File: src/rtl/coord_display_ctrl.sv
// ---------------------------------------------------------------------------
// coord_display_ctrl
// Accepts binary X/Y/Z coordinate updates over valid/ready, converts each to
// 3-digit BCD with a serial double-dabble engine, stages the result in a
// per-channel shadow register and commits shadows to the displayed digits
// only on frame_start, so digits never change mid-frame.
//
// Ports:
//   clk          pixel clock
//   rst          asynchronous active-low reset
//   in_valid     update request
//   in_ready     controller can accept an update this cycle
//   in_ch        target channel (0=X, 1=Y, 2=Z, 3=invalid)
//   in_value     unsigned binary coordinate
//   frame_start  single-cycle pulse at start of vertical blank
//   x/y/z_bcd    displayed digits {hund, tens, ones}
//   commit       pulse: at least one channel was committed
//   err          pulse: an update with in_ch=3 was discarded
// ---------------------------------------------------------------------------
module coord_display_ctrl #(
    parameter int unsigned DATA_W = 8
) (
    input  logic              clk,
    input  logic              rst,
    input  logic              in_valid,
    output logic              in_ready,
    input  logic [1:0]        in_ch,
    input  logic [DATA_W-1:0] in_value,
    input  logic              frame_start,
    output logic [11:0]       x_bcd,
    output logic [11:0]       y_bcd,
    output logic [11:0]       z_bcd,
    output logic              commit,
    output logic              err
);

    localparam int unsigned BCD_W  = 12;
    localparam int unsigned NUM_CH = 3;
    localparam int unsigned SR_W   = BCD_W + DATA_W;
    localparam int unsigned CNT_W  = $clog2(DATA_W + 1);

    typedef enum logic [1:0] {
        S_IDLE  = 2'd0,
        S_SHIFT = 2'd1,
        S_STORE = 2'd2
    } state_t;

    state_t              r_state;
    logic                r_ready;
    logic                r_err;
    logic                r_commit;
    logic [1:0]          r_ch;
    logic [SR_W-1:0]     r_sr;
    logic [CNT_W-1:0]    r_count;
    logic [BCD_W-1:0]    r_shadow [NUM_CH];
    logic [BCD_W-1:0]    r_disp   [NUM_CH];
    logic [NUM_CH-1:0]   r_pending;

    logic [SR_W-1:0]     w_adj;
    logic [SR_W-1:0]     w_shift;
    logic [NUM_CH-1:0]   w_store_mask;
    logic                w_xfer;

    assign w_xfer = in_valid & r_ready;

    // Double-dabble add-3 correction on each BCD nibble, then shift left by one
    always_comb begin
        w_adj = r_sr;
        for (int i = 0; i < 3; i++) begin
            if (r_sr[DATA_W + 4*i +: 4] >= 4'd5)
                w_adj[DATA_W + 4*i +: 4] = r_sr[DATA_W + 4*i +: 4] + 4'd3;
        end
        w_shift = {w_adj[SR_W-2:0], 1'b0};
    end

    // Pending bit set by STORE; it overrides a coincident clear from frame_start
    always_comb begin
        w_store_mask = '0;
        if (r_state == S_STORE)
            w_store_mask = NUM_CH'(3'b001 << r_ch);
    end

    // Conversion FSM and shadow writes
    always_ff @(posedge clk or negedge rst) begin
        if (!rst) begin
            r_state   <= S_IDLE;
            r_ready   <= 1'b1;
            r_err     <= 1'b0;
            r_ch      <= 2'd0;
            r_sr      <= '0;
            r_count   <= '0;
            for (int i = 0; i < NUM_CH; i++) r_shadow[i] <= '0;
        end else begin
            r_err <= 1'b0;
            case (r_state)
                S_IDLE: begin
                    if (w_xfer) begin
                        if (in_ch == 2'd3) begin
                            r_err <= 1'b1;
                        end else begin
                            r_ch    <= in_ch;
                            r_sr    <= {BCD_W'(0), in_value};
                            r_count <= CNT_W'(DATA_W);
                            r_ready <= 1'b0;
                            r_state <= S_SHIFT;
                        end
                    end
                end
                S_SHIFT: begin
                    r_sr    <= w_shift;
                    r_count <= r_count - CNT_W'(1);
                    if (r_count == CNT_W'(1))
                        r_state <= S_STORE;
                end
                S_STORE: begin
                    // After DATA_W shifts the full BCD result sits in the top bits
                    case (r_ch)
                        2'd0:    r_shadow[0] <= r_sr[SR_W-1 -: BCD_W];
                        2'd1:    r_shadow[1] <= r_sr[SR_W-1 -: BCD_W];
                        default: r_shadow[2] <= r_sr[SR_W-1 -: BCD_W];
                    endcase
                    r_ready <= 1'b1;
                    r_state <= S_IDLE;
                end
                default: begin
                    r_ready <= 1'b1;
                    r_state <= S_IDLE;
                end
            endcase
        end
    end

    // Frame-synchronous commit of pending shadows to the displayed digits
    always_ff @(posedge clk or negedge rst) begin
        if (!rst) begin
            r_pending <= '0;
            r_commit  <= 1'b0;
            for (int i = 0; i < NUM_CH; i++) r_disp[i] <= '0;
        end else begin
            r_commit  <= frame_start & (|r_pending);
            r_pending <= (frame_start ? NUM_CH'(0) : r_pending) | w_store_mask;
            for (int i = 0; i < NUM_CH; i++) begin
                if (frame_start && r_pending[i])
                    r_disp[i] <= r_shadow[i];
            end
        end
    end

    assign in_ready = r_ready;
    assign err      = r_err;
    assign commit   = r_commit;
    assign x_bcd    = r_disp[0];
    assign y_bcd    = r_disp[1];
    assign z_bcd    = r_disp[2];

endmodule

File: config.mk
export PLATFORM = sky130hd
export DESIGN_NAME = coord_display_ctrl
export DESIGN_NICKNAME = d
export VERILOG_FILES = /design/src/rtl/coord_display_ctrl.sv
export SDC_FILE = /design/constraint.sdc
export NUM_CORES = 1
export LEC_CHECK = 0
export ABC_CLOCK_PERIOD_IN_PS = 1400
export BUFFER_PORTS_ARGS = -buffer_cell sky130_fd_sc_hd__clkbuf_2
export CORE_AREA = 2 2 102 104
export DETAILED_ROUTE_END_ITERATION = 10
export DIE_AREA = 0 0 104 106
export PLACE_DENSITY = 0.75
export SYNTH_ARGS = -nofsm -noshare
export SYNTH_HDL_FRONTEND = slang
export SYNTH_SLANG_ARGS = --single-unit
export TNS_END_PERCENT = 10
File: constraint.sdc
create_clock -name clk -period 1.4 [get_ports clk]
set_input_delay 0.28 -clock clk [delete_from_list [all_inputs] [get_ports clk]]
set_output_delay 0.28 -clock clk [all_outputs]
set_load 0.01 [all_outputs]
* After elaboration in Yosys (flattened, before gate mapping)
Cells that the tools add are included.
Cells by class: add/subtract/negate cells 4, order comparisons 3, equality and inequality tests 8, shifts and indexed selects 1, muxes and demuxes 21, bitwise gates (word level) 6, reduce and logical (&&, ||, !) cells 15
Operators by type and width (count):
- $mux 20 | 2
- $pmux 20 s2 | 1
- $mux 4 | 4
- $ge 4x3->1 const B | 3
- $reduce_and 3->1 | 4
- $mux 3 | 3
- $add 4x2->4 const B | 2
- $pmux 4 s2 | 1
- $mux 2 | 3
- $ne 2x2->1 const B | 3
- $reduce_and 2->1 | 3
- $mux 1 | 5
- $eq 2x1->1 const B | 2
- $eq 2x2->1 const B | 2
- $eq 4x1->1 const B | 1
- $logic_not 2->1 | 2
- $pmux 2 s2 | 1
- $sub 4x1->4 const B | 1
- $add 3x2->3 const B | 1
- $logic_and 1x1->1 | 3
- $not 1->1 | 3
- $or 3x3->3 | 1
- $reduce_or 3->1 | 1
- $shl 1x2->3 const A | 1
- other kinds (4) | 5
Word-level totals: bits in registers 106, input bits 14, word-level logic and storage cells 72

* Depth between registers and ports, before layout
depth after elaboration 4, depth in mapped cells 6

* Worst setup path after synthesis
Ideal clock, no wire load.
path kind flip-flop to flip-flop, from register r_state[1], to register r_count[3], library setup time 0.132 ns, arrival 1.360 ns, setup slack -0.092 ns, cell stages (with the launch flop) 5, path buffers 1, period minus slack after synthesis 1.492 ns, cell sequence dfrtp_1 -> buf_6 -> or4_4 -> o21ai_1 -> or3b_1
Between the ends: word-level cells in the longest chain between the ends 3, elaborated cells between the ends (all ways) 7, classes of those cells eq/ne: 3; mux: 1; reduce/logical: 3
RTL lines:
- from (decl) | line 48 | state_t r_state;
- from (signal assigned) | line 86 | r_state <= S_IDLE;
- from (signal assigned) | line 105 | r_state <= S_SHIFT;
- from (signal assigned) | line 113 | r_state <= S_STORE;
- $eq 2x1->1 / $logic_not 2->1 (equally long branches) | line 95 | case (r_state)
- $reduce_bool 2->1 (no source line) / $ne 2x2->1 (equally long branches)
- $reduce_and 3->1 (no source line)
- to (signal assigned) | line 103 | r_count <= CNT_W'(DATA_W);
- to (signal assigned) | line 111 | r_count <= r_count - CNT_W'(1);
- to (decl) | line 54 | logic [CNT_W-1:0] r_count;
Parallel ways exist; a longest one is shown, timed or not. A chain may end at the register's enable or synchronous reset.

* Worst setup path in the final report
from register r_count[2], to register r_count[3]
Between the ends: word-level cells in the longest chain between the ends 2
RTL lines (line):
- $sub 4x1->4 | 111
- $pmux 4 s2 | 95
No other way between the ends.

==> results.md <==
* Outcome: finished with violations
* Failing checks: negative setup slack
* HP Class: in2reg
* Crit path cell chain: or4_4 -> o21ai_1 -> or3b_1
* CTS Buf Count at 9
* Final ANT Viol Nets at 0
* Initial antenna violation count at 0
* CP top delay family: simple AND/OR/NAND/NOR gates
* DIE WIDTH at about 100 um
* Crit path max fanout at 2
* Cell at the slowest stage of the critical path: or4_4
* Sequential-to-total area share from yosys stat at between 60 and 70%
* IR drop worst, VDD at about 0.001 V
* Drt first pass iters at 4
* Top FF cell, synth: dfrtp_1
* Post-Syn Instances at 314
* Die area at 0.01102 mm^2
* GR Overflow Total at 0
* FMAX at 0.6572 GHz
* Die H at 106 um
* Routed wire per std cell at 16.11 um
* Minimum clock period at 1.522 ns
* Nets at between 400 and 500
* Vias after detailed routing at 2873
* CP endpoint kind: register
* Root Buffer: clkbuf_8
* Tot GR Track Use at 17.61%
* Detailed Route WL at ~9000 um
* Mean Syn Cell Area at 13.82 um^2
* Number of synthesized flops with an enable pin at 0
* Final period util at 108.7%
* Starting Density at 43.41%
* FF+latch count, synth at 106
* Skew final at between 0.01 and 0.015 ns
* Number of cells on the critical path at 3
* Final worst setup slack at -0.1216 ns
* ANT cells at 0
* DRC at 0
* Num ports at 53
* PwrDens at 1866 mW/mm^2
* Final hold violations at 0
* Critical path launch point type: register
* H-tree depth at 3
* Required @ worst endpoint at about 1.7 ns
* Syn_nets at 336
* Synth top area share at about three fifths
* LEAKAGE at 2.868 nW
* Max Root-Sink Buffers at 2
* Arrival @ worst endpoint at 1.79 ns
* Synth warn at 0
* Vias in the first global route at 2988
* GPL Wtd Cong at 0.8219
* Syn Std Cell Area at roughly 0.0043 mm^2
* P&R area growth vs syn at 29.06%
* Slew headroom at roughly 73%
* Largest net degree at the start of global routing at 33
* Actual slew at the worst max-slew pin at 0.3992 ns
* Worst-path clk slew at 0.10 ns
* Layout cells sized above 1 at 50.71%
* CP Buf/Inv Count at 0
* # rows at 37
* Async S/R FF share, synth at between 90% and 100%
* Vias per inst at approximately 5
* R2r setup slk at -0.12 ns
* Max Slew Vio Count at 0
* CTS sink count at 106
* Inst Count DP at 537
* Hold Path Stages at 2
* Final Power at 0.01045 W
* Max_cap viols at 0
* # setup viols final at 22
* Worst-skew pair later-pin latency at 0.38 ns
* DR iter-0 viols at 150
* Synth top area cells: dfrtp_1, mux2_2, ha_1, mux2i_1, o21ai_0
* Max stage delay on crit path at 0.54 ns
* Worst r2r path cells at 3
* Core area at between 0.009 and 0.01 mm^2
* Crit path kind: reg2reg
* RSZ-0062 raised after global routing: true
* CTS tree: built
* Post-synth cell types at 37
* Layout Cells excl Fill at 560
* Leading area contributor after synthesis: dfrtp_1
* First-pass GRT wire length at 15070 um
* # port buffers at 52
* Hpwl dp at around 6000 um
==> cells in the mapped netlist (4+ instances only) <==
cell       instances
buf_2              7
nand3_1            5
nor2_1             7
a22o_1             8
nand2_1           13
o2bb2ai_1          4
nand2b_1           5
a21oi_1            6
mux2i_1           10
nor3_1             4
dfrtp_1          105
o21ai_0           17
o21ai_1            8
inv_1              9
mux2_2            66
ha_1               8
==> where the power goes <==
part | switching, W | internal, W | leakage [nW]
combinational | 0.00179 | 0.00229 | 1.35
sequential | 0.000635 | 0.00394 | 1.43
clock | 0.00111 | 0.000682 | 0.0929
==> metrics by stage <==
step	utilization (%)	setup TNS [ns]	hold slack (ns)	setup slack, ns	instance area (um^2)
floorplan	-	-1.127	-0.01559	-0.09154	4352
global placement	51.56	-0.4192	0.2339	-0.07346	5156
detailed placement	51.56	-1.858	0.2356	-0.1008	5156
CTS	54.60	-0.6371	0.1023	-0.1036	5460
global route	56.02	-2.093	0.1095	-0.1505	5602
finish	56.02	-0.4079	0.1143	-0.1216	5602
==> metal layers <==
layer	track usage, %	vias to the layer above	part of all wire (%)
met4	5.888	0	1.3
li1	-	1328	-
met3	4.231	10	3.5
met1	22.47	1473	44
met5	0	-	0
met2	29.70	62	51
==> final cells by class <==
| cell class | instances | area, um^2 |
|---|---|---|
| inverters | 9 | 33.78 |
| clock inverters | 7 | 58.81 |
| well taps | 136 | 170.2 |
| repair buffers | 108 | 802.0 |
| multi-input cells | 185 | 1755 |
| clock buffers | 9 | 123.9 |
| flip-flops and latches | 106 | 2658 |
| fillers | 859 | 4398 |
==> final timing paths <==
check,startpoint,to
max,r_count[2],r_count[3]
min,in_value[0],r_sr[0]
max reg2reg,r_count[2],r_count[3]
min reg2reg,r_pending[1],r_pending[1]
max in group asynchronous,rst,r_shadow[17]
min in group asynchronous,rst,z_bcd[11]
==> cells in the final DEF, fill, tap and decap left out, types with 4 or more instances in the layout <==
master	Yosys	final
inv_1	9	6
clkbuf_8	0	9
mux2_2	66	43
nor2_1	7	7
a22o_1	8	8
clkbuf_2	0	50
o21ai_0	17	17
buf_6	1	5
a21oi_2	0	5
mux2_4	0	23
inv_6	0	4
buf_4	3	44
ha_1	8	5
nand2_1	13	13
o2bb2ai_1	4	4
nand3_1	5	5
dfrtp_1	105	102
o21ai_1	8	6
nor3_1	4	4
mux2i_1	10	9
buf_12	0	7
==> kinds of logic (layout without fill, tap and decap cells) <==
kind of cell | after synthesis | in the layout | share of synthesized area, %
AOI/OAI and AO/OA | 53 | 53 | 7.927
and+or+nand+nor | 45 | 45 | 5.967
adders and majority gates | 8 | 8 | 2.306
muxes | 76 | 76 | 19.43
buffers and inverters | 23 | 133 | 2.623
DFF | 106 | 106 | 61.14
xor gates and xnor gates | 3 | 3 | 0.6055
==> what timing repair did <==
action	CTS	global route
resized for setup	31	24
buffers inserted	1	5
setup endpoints to repair	45	45
gates cloned	0	0
hold buffers	1	0
pin swaps	2	14
hold endpoints to repair	22	0
==> registers in the layout, indices dropped and copies added (netlist names) <==
signal / cells
commit: 1
err: 1
in_ready: 1
r_ch: 2
r_count: 4
r_pending: 3
r_shadow: 36
r_sr: 20
r_state: 2
x_bcd: 12
y_bcd: 12
z_bcd: 12
Power figures use the tool's default switching activity.
